--- config.mk ---
export PLATFORM = sky130hd
export DESIGN_NAME = ram_burst_buffer
export DESIGN_NICKNAME = d
export VERILOG_FILES = /design/src/rtl/ram_ctrl_pkg.sv /design/src/rtl/ram_burst_buffer.sv /design/src/rtl/ram_sp_16x8.sv /design/src/rtl/ram_sp_burst_ctrl.sv
export SDC_FILE = /design/constraint.sdc
export NUM_CORES = 1
export LEC_CHECK = 0
export BUFFER_PORTS_ARGS = -buffer_cell sky130_fd_sc_hd__buf_4
export CORE_MARGIN = 3
export CORE_UTILIZATION = 35
export DETAILED_ROUTE_END_ITERATION = 6
export PLACE_DENSITY_LB_ADDON = 0.15
export RECOVER_POWER = 25
export SYNTH_ARGS = -nofsm -noshare
export SYNTH_HDL_FRONTEND = slang
export SYNTH_SLANG_ARGS = --single-unit
--- constraint.sdc ---
create_clock -name clk -period 6.6 [get_ports clk]
set_input_delay 0.66 -clock clk [delete_from_list [all_inputs] [get_ports clk]]
set_output_delay 0.66 -clock clk [all_outputs]
set_load 0.02 [all_outputs]
--- src/rtl/ram_ctrl_pkg.sv ---
// rtl/ram_ctrl_pkg.sv - shared constants and state encoding for the packet-buffer controller
package ram_ctrl_pkg;

  localparam int RAM_DATA_W = 8;
  localparam int RAM_ADDR_W = 4;
  localparam int RAM_DEPTH  = 16;

  typedef enum logic [2:0] {
    ST_IDLE,
    ST_FILL,
    ST_DISCARD,
    ST_PRIME,
    ST_DRAIN
  } ctrl_state_e;

endpackage

--- src/rtl/ram_burst_buffer.sv ---
// rtl/ram_burst_buffer.sv - packet buffer built from the burst controller and the 16x8 RAM
module ram_burst_buffer
  import ram_ctrl_pkg::*;
(
  input  logic                  clk,
  input  logic                  rst_n,
  input  logic                  in_valid,
  input  logic [RAM_DATA_W-1:0] in_data,
  input  logic                  in_last,
  output logic                  in_ready,
  output logic                  out_valid,
  output logic [RAM_DATA_W-1:0] out_data,
  output logic                  out_last,
  input  logic                  out_ready,
  output logic [RAM_ADDR_W:0]   pkt_len,
  output logic                  truncated
);

  logic [RAM_ADDR_W-1:0] ram_address;
  logic [RAM_DATA_W-1:0] ram_data_in;
  logic [RAM_DATA_W-1:0] ram_data_out;
  logic                  ram_write_en;

  ram_sp_burst_ctrl #(
    .DATA_W (RAM_DATA_W),
    .ADDR_W (RAM_ADDR_W),
    .DEPTH  (RAM_DEPTH)
  ) u_ctrl (
    .clk          (clk),
    .rst_n        (rst_n),
    .in_valid     (in_valid),
    .in_data      (in_data),
    .in_last      (in_last),
    .in_ready     (in_ready),
    .out_valid    (out_valid),
    .out_data     (out_data),
    .out_last     (out_last),
    .out_ready    (out_ready),
    .ram_address  (ram_address),
    .ram_data_in  (ram_data_in),
    .ram_write_en (ram_write_en),
    .ram_data_out (ram_data_out),
    .pkt_len      (pkt_len),
    .truncated    (truncated)
  );

  ram_sp_16x8 #(
    .DATA_W (RAM_DATA_W),
    .ADDR_W (RAM_ADDR_W)
  ) u_ram (
    .clk      (clk),
    .address  (ram_address),
    .data_in  (ram_data_in),
    .write_en (ram_write_en),
    .data_out (ram_data_out)
  );

endmodule

--- src/rtl/ram_sp_16x8.sv ---
// rtl/ram_sp_16x8.sv - single-port RAM with synchronous read, no reset on contents
module ram_sp_16x8 #(
  parameter int DATA_W = 8,
  parameter int ADDR_W = 4
) (
  input  logic              clk,
  input  logic [ADDR_W-1:0] address,
  input  logic [DATA_W-1:0] data_in,
  input  logic              write_en,
  output logic [DATA_W-1:0] data_out
);

  logic [DATA_W-1:0] mem [0:(1<<ADDR_W)-1];

  always_ff @(posedge clk) begin
    if (write_en) begin
      mem[address] <= data_in;
    end
    data_out <= mem[address];
  end

endmodule

--- src/rtl/ram_sp_burst_ctrl.sv ---
// rtl/ram_sp_burst_ctrl.sv - fills a packet into a single-port RAM, then drains it with backpressure
module ram_sp_burst_ctrl
  import ram_ctrl_pkg::*;
#(
  parameter int DATA_W = RAM_DATA_W,
  parameter int ADDR_W = RAM_ADDR_W,
  parameter int DEPTH  = RAM_DEPTH
) (
  input  logic              clk,
  input  logic              rst_n,
  input  logic              in_valid,
  input  logic [DATA_W-1:0] in_data,
  input  logic              in_last,
  output logic              in_ready,
  output logic              out_valid,
  output logic [DATA_W-1:0] out_data,
  output logic              out_last,
  input  logic              out_ready,
  output logic [ADDR_W-1:0] ram_address,
  output logic [DATA_W-1:0] ram_data_in,
  output logic              ram_write_en,
  input  logic [DATA_W-1:0] ram_data_out,
  output logic [ADDR_W:0]   pkt_len,
  output logic              truncated
);

  localparam logic [ADDR_W:0] LAST_ADDR = (ADDR_W+1)'(DEPTH - 1);
  localparam logic [ADDR_W:0] FULL_LEN  = (ADDR_W+1)'(DEPTH);
  localparam logic [ADDR_W:0] ONE       = (ADDR_W+1)'(1);

  ctrl_state_e     state, state_nxt;
  logic [ADDR_W:0] wr_ptr, wr_ptr_nxt;
  logic [ADDR_W:0] rd_ptr, rd_ptr_nxt;
  logic [ADDR_W:0] len_q, len_nxt;
  logic            trunc_q, trunc_nxt;
  logic            accept;
  logic            last_beat;

  always_ff @(posedge clk or negedge rst_n) begin
    if (!rst_n) begin
      state   <= ST_IDLE;
      wr_ptr  <= '0;
      rd_ptr  <= '0;
      len_q   <= '0;
      trunc_q <= 1'b0;
    end else begin
      state   <= state_nxt;
      wr_ptr  <= wr_ptr_nxt;
      rd_ptr  <= rd_ptr_nxt;
      len_q   <= len_nxt;
      trunc_q <= trunc_nxt;
    end
  end

  always_comb begin
    state_nxt    = state;
    wr_ptr_nxt   = wr_ptr;
    rd_ptr_nxt   = rd_ptr;
    len_nxt      = len_q;
    trunc_nxt    = trunc_q;
    in_ready     = 1'b0;
    out_valid    = 1'b0;
    out_last     = 1'b0;
    ram_write_en = 1'b0;
    ram_address  = '0;
    accept       = 1'b0;
    last_beat    = 1'b0;

    case (state)
      ST_IDLE: begin
        in_ready     = rst_n;
        accept       = in_valid & rst_n;
        ram_write_en = accept;
        if (accept) begin
          trunc_nxt  = 1'b0;
          wr_ptr_nxt = ONE;
          if (in_last) begin
            len_nxt   = ONE;
            state_nxt = ST_PRIME;
          end else begin
            state_nxt = ST_FILL;
          end
        end
      end
      ST_FILL: begin
        in_ready     = rst_n;
        accept       = in_valid & rst_n;
        ram_write_en = accept;
        ram_address  = wr_ptr[ADDR_W-1:0];
        if (accept) begin
          wr_ptr_nxt = wr_ptr + ONE;
          if (in_last) begin
            len_nxt   = wr_ptr + ONE;
            state_nxt = ST_PRIME;
          end else if (wr_ptr == LAST_ADDR) begin
            len_nxt   = FULL_LEN;
            trunc_nxt = 1'b1;
            state_nxt = ST_DISCARD;
          end
        end
      end
      ST_DISCARD: begin
        in_ready = rst_n;
        accept   = in_valid & rst_n;
        if (accept && in_last) begin
          state_nxt = ST_PRIME;
        end
      end
      ST_PRIME: begin
        // Address 0 is registered by the RAM here so the first word is ready in DRAIN.
        rd_ptr_nxt = '0;
        state_nxt  = ST_DRAIN;
      end
      ST_DRAIN: begin
        out_valid   = 1'b1;
        last_beat   = (rd_ptr == len_q - ONE);
        out_last    = last_beat;
        ram_address = rd_ptr[ADDR_W-1:0];
        if (out_ready) begin
          if (last_beat) begin
            state_nxt = ST_IDLE;
          end else begin
            // Look one word ahead so the next beat is ready after the handshake edge.
            rd_ptr_nxt  = rd_ptr + ONE;
            ram_address = rd_ptr_nxt[ADDR_W-1:0];
          end
        end
      end
      default: begin
        state_nxt = ST_IDLE;
      end
    endcase
  end

  assign ram_data_in = in_data;
  // Gate the RAM word so uninitialised contents never reach the output stream.
  assign out_data    = out_valid ? ram_data_out : '0;
  assign pkt_len     = len_q;
  assign truncated   = trunc_q;

endmodule

==> flow_summary.toml, run 1 <==
[sta]
max_freq_ghz = 0.219
grt_setup_unrepaired = "no"
max_slew_margin_pct = 17.5
final.min_clock_period_ps = 4580
fin_crit_sh_pct = 69.3
final_max_slew_viol_count = 0
finalSetupViolCount = 0
whs_ps = 479
tns_ps = 0
finClkSkew_ps = 9.09
hold_viol = 0
worst_pin_slew_ps = 1240

[clock_network]
post_cts_buffers = 0
cts_tree = "yes"
cts_buffer_depth = 2
cts_buffers = 17
path_clk_slew_ps = 70
clk_latency_ps = 430
cts_hold_buf = 0
cts.sink_count = 155
cts_resized = 0
cts_htree_levels = 4
cts-root-buf = "clkbuf_16"

[die]
die_area_mm2 = 0.0223
start_util_pct = 36.3
core-area_mm2 = 0.0198
fp.dieH_um = 149
rows = 51
die_w_um = 149
pin_count = 30

[setup_path]
end_kind = "flop"
crit_end = "u_ram.mem[0][0]"
r2r_slack_ps = 2020
r2r_start = "u_ctrl.state[0]"
r2r_cells = 8
cp-start-kind = "flop"
required_ps = 6650
critPathLaunch = "u_ctrl.state[0]"
cp_data_arrival_time_ps = 4620
cp_max_fo = 30
crit_type = "reg2reg"
r2r-end = "u_ram.mem[0][0]"

[run_status]
status = "complete, no violations"

[worst_hold_path]
holdCritPathClass = "in2async"

[global_routing]
gr-usage-all-layers_pct = 15.9
antenna_found_initial = 0
first_global_vias = 4579
grt_max_degree = 39
grt-ovfl-total = 0
grt_pass1_wl_mm = 26.6

[logic_synthesis]
synth_top_area_share_pct = 53.5
synth_area_mm2 = 0.00718
ys_async_sr_fraction_pct = 12.3
synth_fp_nets = 582
synth_most_common_cell = "edfxtp_1"
yosysTopAreaCell = "edfxtp_1"
ys_ff_latch = 155
synth_common_cells = "edfxtp_1, nand2_1, nand3_1"
synth_ff_type = "edfxtp_1"
ys_seq_area_share_pct = 62.4
synth_area_leaders = "edfxtp_1, dfrtp_1, mux2i_1, nand3_1, nand2_1"
synth_cell_types = 61
avgSynthCellArea_um2 = 12.7
synth_warnings = 0
synth_edf_count = 128
syn_inst = 565

[route]
via_per_inst = 5.40
firstDrtPassIters = 5
drt_first_iter_violations = 431
ant_nets = 0
drcViolationCount = 0
wire_per_inst_um = 20.0
num_vias = 4613
routed_wl_mm = 17.1

[cells_and_area]
n_fill_cell = 1866
area_growth_pct = 13.3
nNetsFinal = 593
drive_gt1_share_pct = 15.6
regArea_mm2 = 0.00448
multi_input_area_mm2 = 0.00247
n_antenna_cell = 0

[power]
leakagePower_nw = 2.82
power_density_mw_per_mm2 = 403
ir_drop_mv = 0.201

[flow_run]
maxCapViolations = 0

[placed_design]
port_buffers = 29
gp_congestion = 0.811
hpwlAfterDp_mm = 11.4
-- how the worst min path moves through the flow --
stage	startpoint	endpoint	slack (ps)	depth (start not counted)
floorplan	rst_n	u_ctrl.pkt_len[0]	360	0
global placement	u_ctrl.truncated	u_ctrl.truncated	480	1
detailed placement	u_ctrl.truncated	u_ctrl.truncated	490	1
CTS	rst_n	u_ctrl.pkt_len[1]	110	1
global route	in_last	u_ctrl.pkt_len[4]	530	2
finish	rst_n	u_ctrl.rd_ptr[3]	480	1
-- worst max-delay path, cell delays in order (launching register included) --
cell      delay, ps
dfrtp_1         620
nor2_1          210
nand2_1         610
clkinv_1        750
o21a_2          440
nor2_2          100
buf_4           400
nand3_1         280
nor2_1          740
-- placed cells by master, fill, tap and decap left out, drive strengths merged, types with 9 or more instances in the layout --
cell    count
edfxtp    128
nand2      48
nand3      40
nor2       36
mux2i      28
clkbuf     27
buf        24
o21ai      24
mux2       22
and3       19
dfrtp      19
nand4      15
a31o       14
inv        13
nor3b      11
a22o        9
-- metrics by stage --
step           util [%]  cell area (µm²)  std cells  power (mW)  worst slack, ps
4_1_cts            41.3             8170        854        3.31             1970
5_1_grt            41.1             8140        854        3.45             1560
6_report           41.1             8140        854        3.28             2020
2_1_floorplan         -             7180        565        2.02             3370
3_3_place_gp       38.2             7560        822        2.29             2090
3_5_place_dp       38.2             7560        822        2.30             2000
-- power by group --
part / internal, mW / total (mW) / switching [mW]
Combinational: 0.420 / 1.04 / 0.619
Sequential: 1.15 / 1.23 / 0.0837
Clock: 0.605 / 1.01 / 0.406
Total: 2.17 / 3.28 / 1.11
-- routing by layer --
| metal | part of all wire (%) | vias up | global-route usage [%] |
|---|---|---|---|
| met4 | 1.6 | 0 | 6.18 |
| li1 | - | 2171 | - |
| met5 | 0 | - | 0 |
| met3 | 4.2 | 14 | 2.67 |
| met2 | 46 | 131 | 24.6 |
| met1 | 48 | 2297 | 22.4 |
-- state kept, by name, summed over array words and instances (netlist names) --
register	count
u_ctrl.pkt_len	5
u_ctrl.rd_ptr	5
u_ctrl.state	3
u_ctrl.truncated	1
u_ctrl.wr_ptr	5
u_ram.data_out	8
u_ram.mem	128
-- logic make-up after synthesis --
kind of cell | share of synthesized area (%)
fa+ha+maj | 0.697
compound gates | 10.8
simple gates | 14.1
xor+xnor | 1.10
flops | 62.4
mux | 7.72
buf+inv | 3.19
-- layout make-up --
type / count / share of cell area [%]
flip-flops and latches: 155 / 55.1
multi-input cells: 362 / 30.4
clock buffers: 18 / 5.28
well taps: 265 / 4.08
repair buffers: 33 / 2.63
clock inverters: 14 / 2.26
inverters: 7 / 0.323
Power figures use the tool's default switching activity.
==> inputs of run 2 (changes only) <==
ABC_AREA = 1   (was default)
clock period = 3.7 ns   (was 6.6 ns; I/O delays follow)
==> run 2 against run 1 <==
Compared with the run above: register-to-register slack worse by 1500 ps; combinational power up 54%; die area shrank 0.27%; final cell count is 26% higher; clock power grew 73%; clock skew is 1.4 ps higher; setup slack lost 1500 ps; power is 67% higher; hold slack got worse by 190 ps; non-clock buffer count rose by 14; critical endpoint is now u_ram.mem[14][1]; cell area grew 0.85%; area after synthesis down 0.28%.
==> flow_summary.toml, run 2 <==
[run_status]
status = "complete, no violations"

[route]
num_vias = 5267
via_per_inst = 4.91
ant_nets = 0
drt_first_iter_violations = 336
firstDrtPassIters = 5
drcViolationCount = 0
routed_wl_mm = 18.1
wire_per_inst_um = 16.9

[die]
core-area_mm2 = 0.0198
start_util_pct = 36.2
pin_count = 30
die_area_mm2 = 0.0222
rows = 51
fp.dieH_um = 149
die_w_um = 149

[worst_hold_path]
worstHoldStart = "in_last"
holdCritPathClass = "in2reg"

[sta]
finalSetupViolCount = 0
grt_setup_unrepaired = "no"
finClkSkew_ps = 10.5
fin_ws_ps = 483
max_slew_margin_pct = 31.2
fin_crit_sh_pct = 86.9
max_freq_ghz = 0.311
final.min_clock_period_ps = 3220
hold_viol = 0
final_max_slew_viol_count = 0
worst_pin_slew_ps = 1030
tns_ps = 0

[power]
p_sw_mw = 1.89
power_density_mw_per_mm2 = 668
leakagePower_nw = 3.45
p_comb_share_pct = 29.2
clock_power_share_pct = 31.9
ir_drop_mv = 0.336
seqPwrFrac_pct = 38.9
switching_share_pct = 34.4
power.internal_mw = 3.59

[setup_path]
r2r_start = "u_ctrl.pkt_len[0]"
crit_buf_inv = 3
cp_max_fo = 24
crit_chain = "inv_1 > ha_1 > inv_1 > nand2_1 > nand2_1 > nor2_1 > nand2_1 > nor2_1 > nand2_2 > nand3_1 > nand3_1 > nand2_2 > buf_4 > nand3_1 > nor2_1"
crit_family = "simple AND/OR/NAND/NOR gates"
critPathLaunch = "u_ctrl.pkt_len[0]"
required_ps = 3760
critPathSlowestCell = "nor2_1"
critical-path-max-stage-delay_ps = 620
end_kind = "flop"
crit_type = "reg2reg"
cp_data_arrival_time_ps = 3280
cp-start-kind = "flop"

[logic_synthesis]
ys_async_sr_fraction_pct = 12.3
synth_area_mm2 = 0.00716
avgSynthCellArea_um2 = 9.35
synth_common_cells = "nand2_1, edfxtp_1, nand4_1"
synth_edf_count = 128
syn_inst = 766
synth-xor-area-share_pct = 0.367
synth_compound_area_share_pct = 1.94
synth-simple-area-share_pct = 28.2
synth_area_leaders = "edfxtp_1, nand2_1, dfrtp_1, nand4_1, inv_1"
synth_top_family_by_area = "simple AND/OR/NAND/NOR gates"
synthMuxAreaShare_pct = 0
synth_cell_types = 26
yosysTopAreaCell = "edfxtp_1"
synth_top_area_share_pct = 53.7
ys_ff_latch = 155
synth_fp_nets = 783
synth_warnings = 0
synth_most_common_cell = "nand2_1"
synthAdderAreaFrac_pct = 0.699
synth_ff_type = "edfxtp_1"
ys_seq_area_share_pct = 62.6

[clock_network]
cts_htree_levels = 4
cts_buffers = 17
post_cts_buffers = 0
cts.sink_count = 155
path_clk_slew_ps = 60
clk_latency_ps = 430
cts_hold_buf = 1
cts_buffer_depth = 2
cts_tree = "yes"
cts-root-buf = "clkbuf_16"
cts_resized = 0

[global_routing]
antenna_found_initial = 0
grt-ovfl-total = 0
grt_pass1_wl_mm = 29.0
first_global_vias = 5159
gr-usage-all-layers_pct = 17.2
grt_max_degree = 66

[placed_design]
port_buffers = 29
gp_congestion = 0.895
hpwlAfterDp_mm = 11.8
pre_cts_slack_ps = 456

[cells_and_area]
top_register = "u_ram.mem"
most-common-layout-cells = "nand2_1, edfxtp_1, nand4_1, inv_1, nor2_1"
n_antenna_cell = 0
area_growth_pct = 14.6
layout_commonest_cell = "nand2_1"
largest_reg_flops = 128
drive_gt1_share_pct = 10.5
n_fill_cell = 1958
nNetsFinal = 812
largestRegisters = "u_ram.mem: 128 flops, u_ram.data_out: 8 flops"

[flow_run]
maxCapViolations = 0
-- run 2: path summary, 6_finish.rpt --
path | to | slack, ps | cells after the start
min reg2reg | u_ctrl.truncated | 500 | 2
min | u_ctrl.pkt_len[0] | 290 | 3
max reg2reg | u_ram.mem[14][1] | 480 | 15
max in group asynchronous | u_ctrl.wr_ptr[3] | 3100 | 2
min in group asynchronous | u_ctrl.pkt_len[1] | 370 | 2
max | u_ram.mem[14][1] | 480 | 15
-- run 2: power groups by stage --
stage / Combinational [mW] / Sequential [mW] / Clock (mW)
final: 1.60 / 2.13 / 1.75
after global routing: 1.83 / 2.15 / 1.85
after CTS: 1.62 / 2.13 / 1.78
after detailed placement: 1.61 / 2.16 / 0
after global placement: 1.61 / 2.16 / 0
after floorplan: 1.12 / 2.17 / 0
-- run 2: tightest hold or removal path, delay by kind of cell --
family          cells  cell delay (ps)
buf+inv             1              130
compound gates      1               80
simple gates        1               90
-- run 2: per-layer routing --
metal	routed length [µm]	GRT usage, %	part of all wire [%]
met5	0	0	0
met1	8940	25.1	49
met4	239	5.08	1.3
met3	576	2.95	3.2
met2	8340	26.5	46
-- run 2: kinds of logic (layout without fill, tap and decap cells) --
| logic type | after synthesis | in the layout |
|---|---|---|
| xor+xnor | 3 | 3 |
| flops | 155 | 155 |
| compound gates | 27 | 27 |
| simple gates | 477 | 477 |
| fa+ha+maj | 4 | 4 |
| buf+inv | 100 | 141 |
-- run 2: layout make-up --
| cell class | count | area (µm²) | share of cell area (%) |
|---|---|---|---|
| Multi-Input combinational cell | 511 | 2240 | 27.4 |
| Clock inverter | 11 | 146 | 1.78 |
| Timing Repair Buffer | 47 | 329 | 4.01 |
| Tap cell | 265 | 332 | 4.04 |
| Sequential cell | 155 | 4480 | 54.6 |
| Inverter | 63 | 236 | 2.88 |
| Clock buffer | 20 | 437 | 5.32 |
-- run 2: per-stage QoR --
stage	hold WS, ps	instance area, µm²	utilization [%]	cells	power, mW
global placement	271	7640	38.6	1040	3.77
CTS	265	8230	41.6	1072	5.52
global route	308	8200	41.5	1072	5.83
floorplan	74.4	7160	-	766	3.30
finish	287	8200	41.5	1072	5.48
detailed placement	278	7640	38.6	1040	3.77
==> inputs of run 3 (changes only) <==
CELL_PAD_IN_SITES_DETAIL_PLACEMENT = 0   (was default)
CELL_PAD_IN_SITES_GLOBAL_PLACEMENT = 1   (was default)
==> run 3 against run 2 <==
Compared with the run above: combinational power is essentially flat; clock-buffer cell count is the same; largest cell class unchanged; via count grew 1.7%; power shrank 3.5%; setup slack gained 120 ps; global-route usage grew 0.44 points; hold slack lost 1.3 ps; sequential share of layout area grew 0.15 points; fmax grew 4.0%.
==> flow_summary.toml, run 3 (synthesis results as in run 2) <==
[run_status]
status = "complete, no violations"

[die]
die_w_um = 149
pin_count = 30
rows = 51
core-area_mm2 = 0.0198
start_util_pct = 36.2
fp.dieH_um = 149
die_area_mm2 = 0.0222

[placed_design]
port_buffers = 29
gp_congestion = 0.854
pre_cts_slack_ps = 670
hpwlAfterDp_mm = 12.7
dp_cells = 1046

[cells_and_area]
nNetsFinal = 818
n_antenna_cell = 0
drive_gt1_share_pct = 11.1
largest_reg_flops = 128
fin_cells = 1079
most-common-layout-cells = "nand2_1, edfxtp_1, nand4_1, inv_1"
regArea_mm2 = 0.00448
n_fill_cell = 1982
area_growth_pct = 14.3
layout_commonest_cell = "nand2_1"
largestRegisters = "u_ram.mem: 128 flops, u_ram.data_out: 8 flops"
multi_input_area_mm2 = 0.00224
top_register = "u_ram.mem"

[setup_path]
cp_data_arrival_time_ps = 3140
r2r_cells = 14
cp-start-kind = "flop"
crit_type = "reg2reg"
required_ps = 3750
cp_max_fo = 16
end_kind = "flop"

[global_routing]
grt_util_met2_pct = 27.8
antenna_found_initial = 0
met3_usage_pct = 4.47
grt_max_degree = 66
gr-usage-all-layers_pct = 17.7
busiest_layer = "met2"
first_global_vias = 5271
grt_pass1_wl_mm = 29.8
grt-ovfl-total = 0
met1_usage_pct = 24.6

[route]
ant_nets = 0
wire_per_inst_um = 17.6
firstDrtPassIters = 4
via_per_inst = 4.96
drt_first_iter_violations = 320
num_vias = 5355
drcViolationCount = 0
routed_wl_mm = 19.0

[clock_network]
cts_htree_levels = 4
clk_latency_ps = 420
cts.sink_count = 155
cts_buffers = 17
cts_tree = "yes"
cts_resized = 0
cts_buffer_depth = 2
cts-root-buf = "clkbuf_16"
path_clk_slew_ps = 70

[sta]
fin_ws_ps = 606
worst_pin_slew_ps = 990
final_max_slew_viol_count = 0
final.min_clock_period_ps = 3090
finClkSkew_ps = 11.3
tns_ps = 0
grt_setup_unrepaired = "no"
whs_ps = 285
max_slew_margin_pct = 34.0
fin_crit_sh_pct = 83.6
max_freq_ghz = 0.323
hold_viol = 0
finalSetupViolCount = 0

[worst_hold_path]
holdCritPathClass = "in2reg"
min_path_cells = 3

[flow_run]
maxCapViolations = 0

[power]
power_density_mw_per_mm2 = 646
power.total_mw = 5.28
leakagePower_nw = 3.44
ir_drop_mv = 0.353
[run 3: power breakdown]
part / internal, mW / leakage, nW / switching, mW
Combinational: 0.508 / 1.74 / 1.11
Clock: 0.848 / 0.231 / 0.684
Sequential: 2.03 / 1.47 / 0.102
[run 3: layer usage]
metal  share of wire (%)  vias to the layer above
li1                    -                     2617
met1                  49                     2598
met2                  45                      128
met3                 4.9                       12
met4                0.96                        0
met5                   0                        -
[run 3: critical path, stage by stage, from the launching register on]
cell     delay, ps
dfrtp_1        400
inv_1          130
ha_1           200
nand2_1         90
nor2_1         100
nand2_1         50
nand2_1         60
nor2_1          50
nand2_2        120
nand2_2        100
nand2_1         70
nand3_1         70
nand2_2        260
nand3_1        330
nor2_1         670
[run 3: final cells by class]
cell class                      count  area share [%]
Sequential cell                   155            54.7
Tap cell                          265            4.05
Clock inverter                     12           0.918
Timing Repair Buffer               53            4.62
Clock buffer                       20            5.34
Inverter                           63            2.89
Multi-Input combinational cell    511            27.4
[run 3: worst paths after layout]
check                                  start           endpoint  slack, ps
hold reg to reg             u_ctrl.truncated   u_ctrl.truncated        490
max in group asynchronous              rst_n   u_ctrl.rd_ptr[1]       3090
setup / recovery           u_ctrl.pkt_len[0]    u_ram.mem[3][3]        610
setup reg to reg           u_ctrl.pkt_len[0]    u_ram.mem[3][3]        610
hold / removal                       in_last  u_ctrl.pkt_len[0]        290
min in group asynchronous              rst_n    u_ctrl.state[2]        370
[run 3: repair_timing]
item                      CTS  global route
setup buffers               0             0
hold buffers                1             0
hold endpoints to repair   19             0
[run 3: stage by stage]
step	util (%)	area [µm²]
2_1_floorplan	-	7160
3_3_place_gp	38.8	7680
3_5_place_dp	38.8	7680
4_1_cts	41.5	8200
5_1_grt	41.4	8180
6_report	41.4	8180
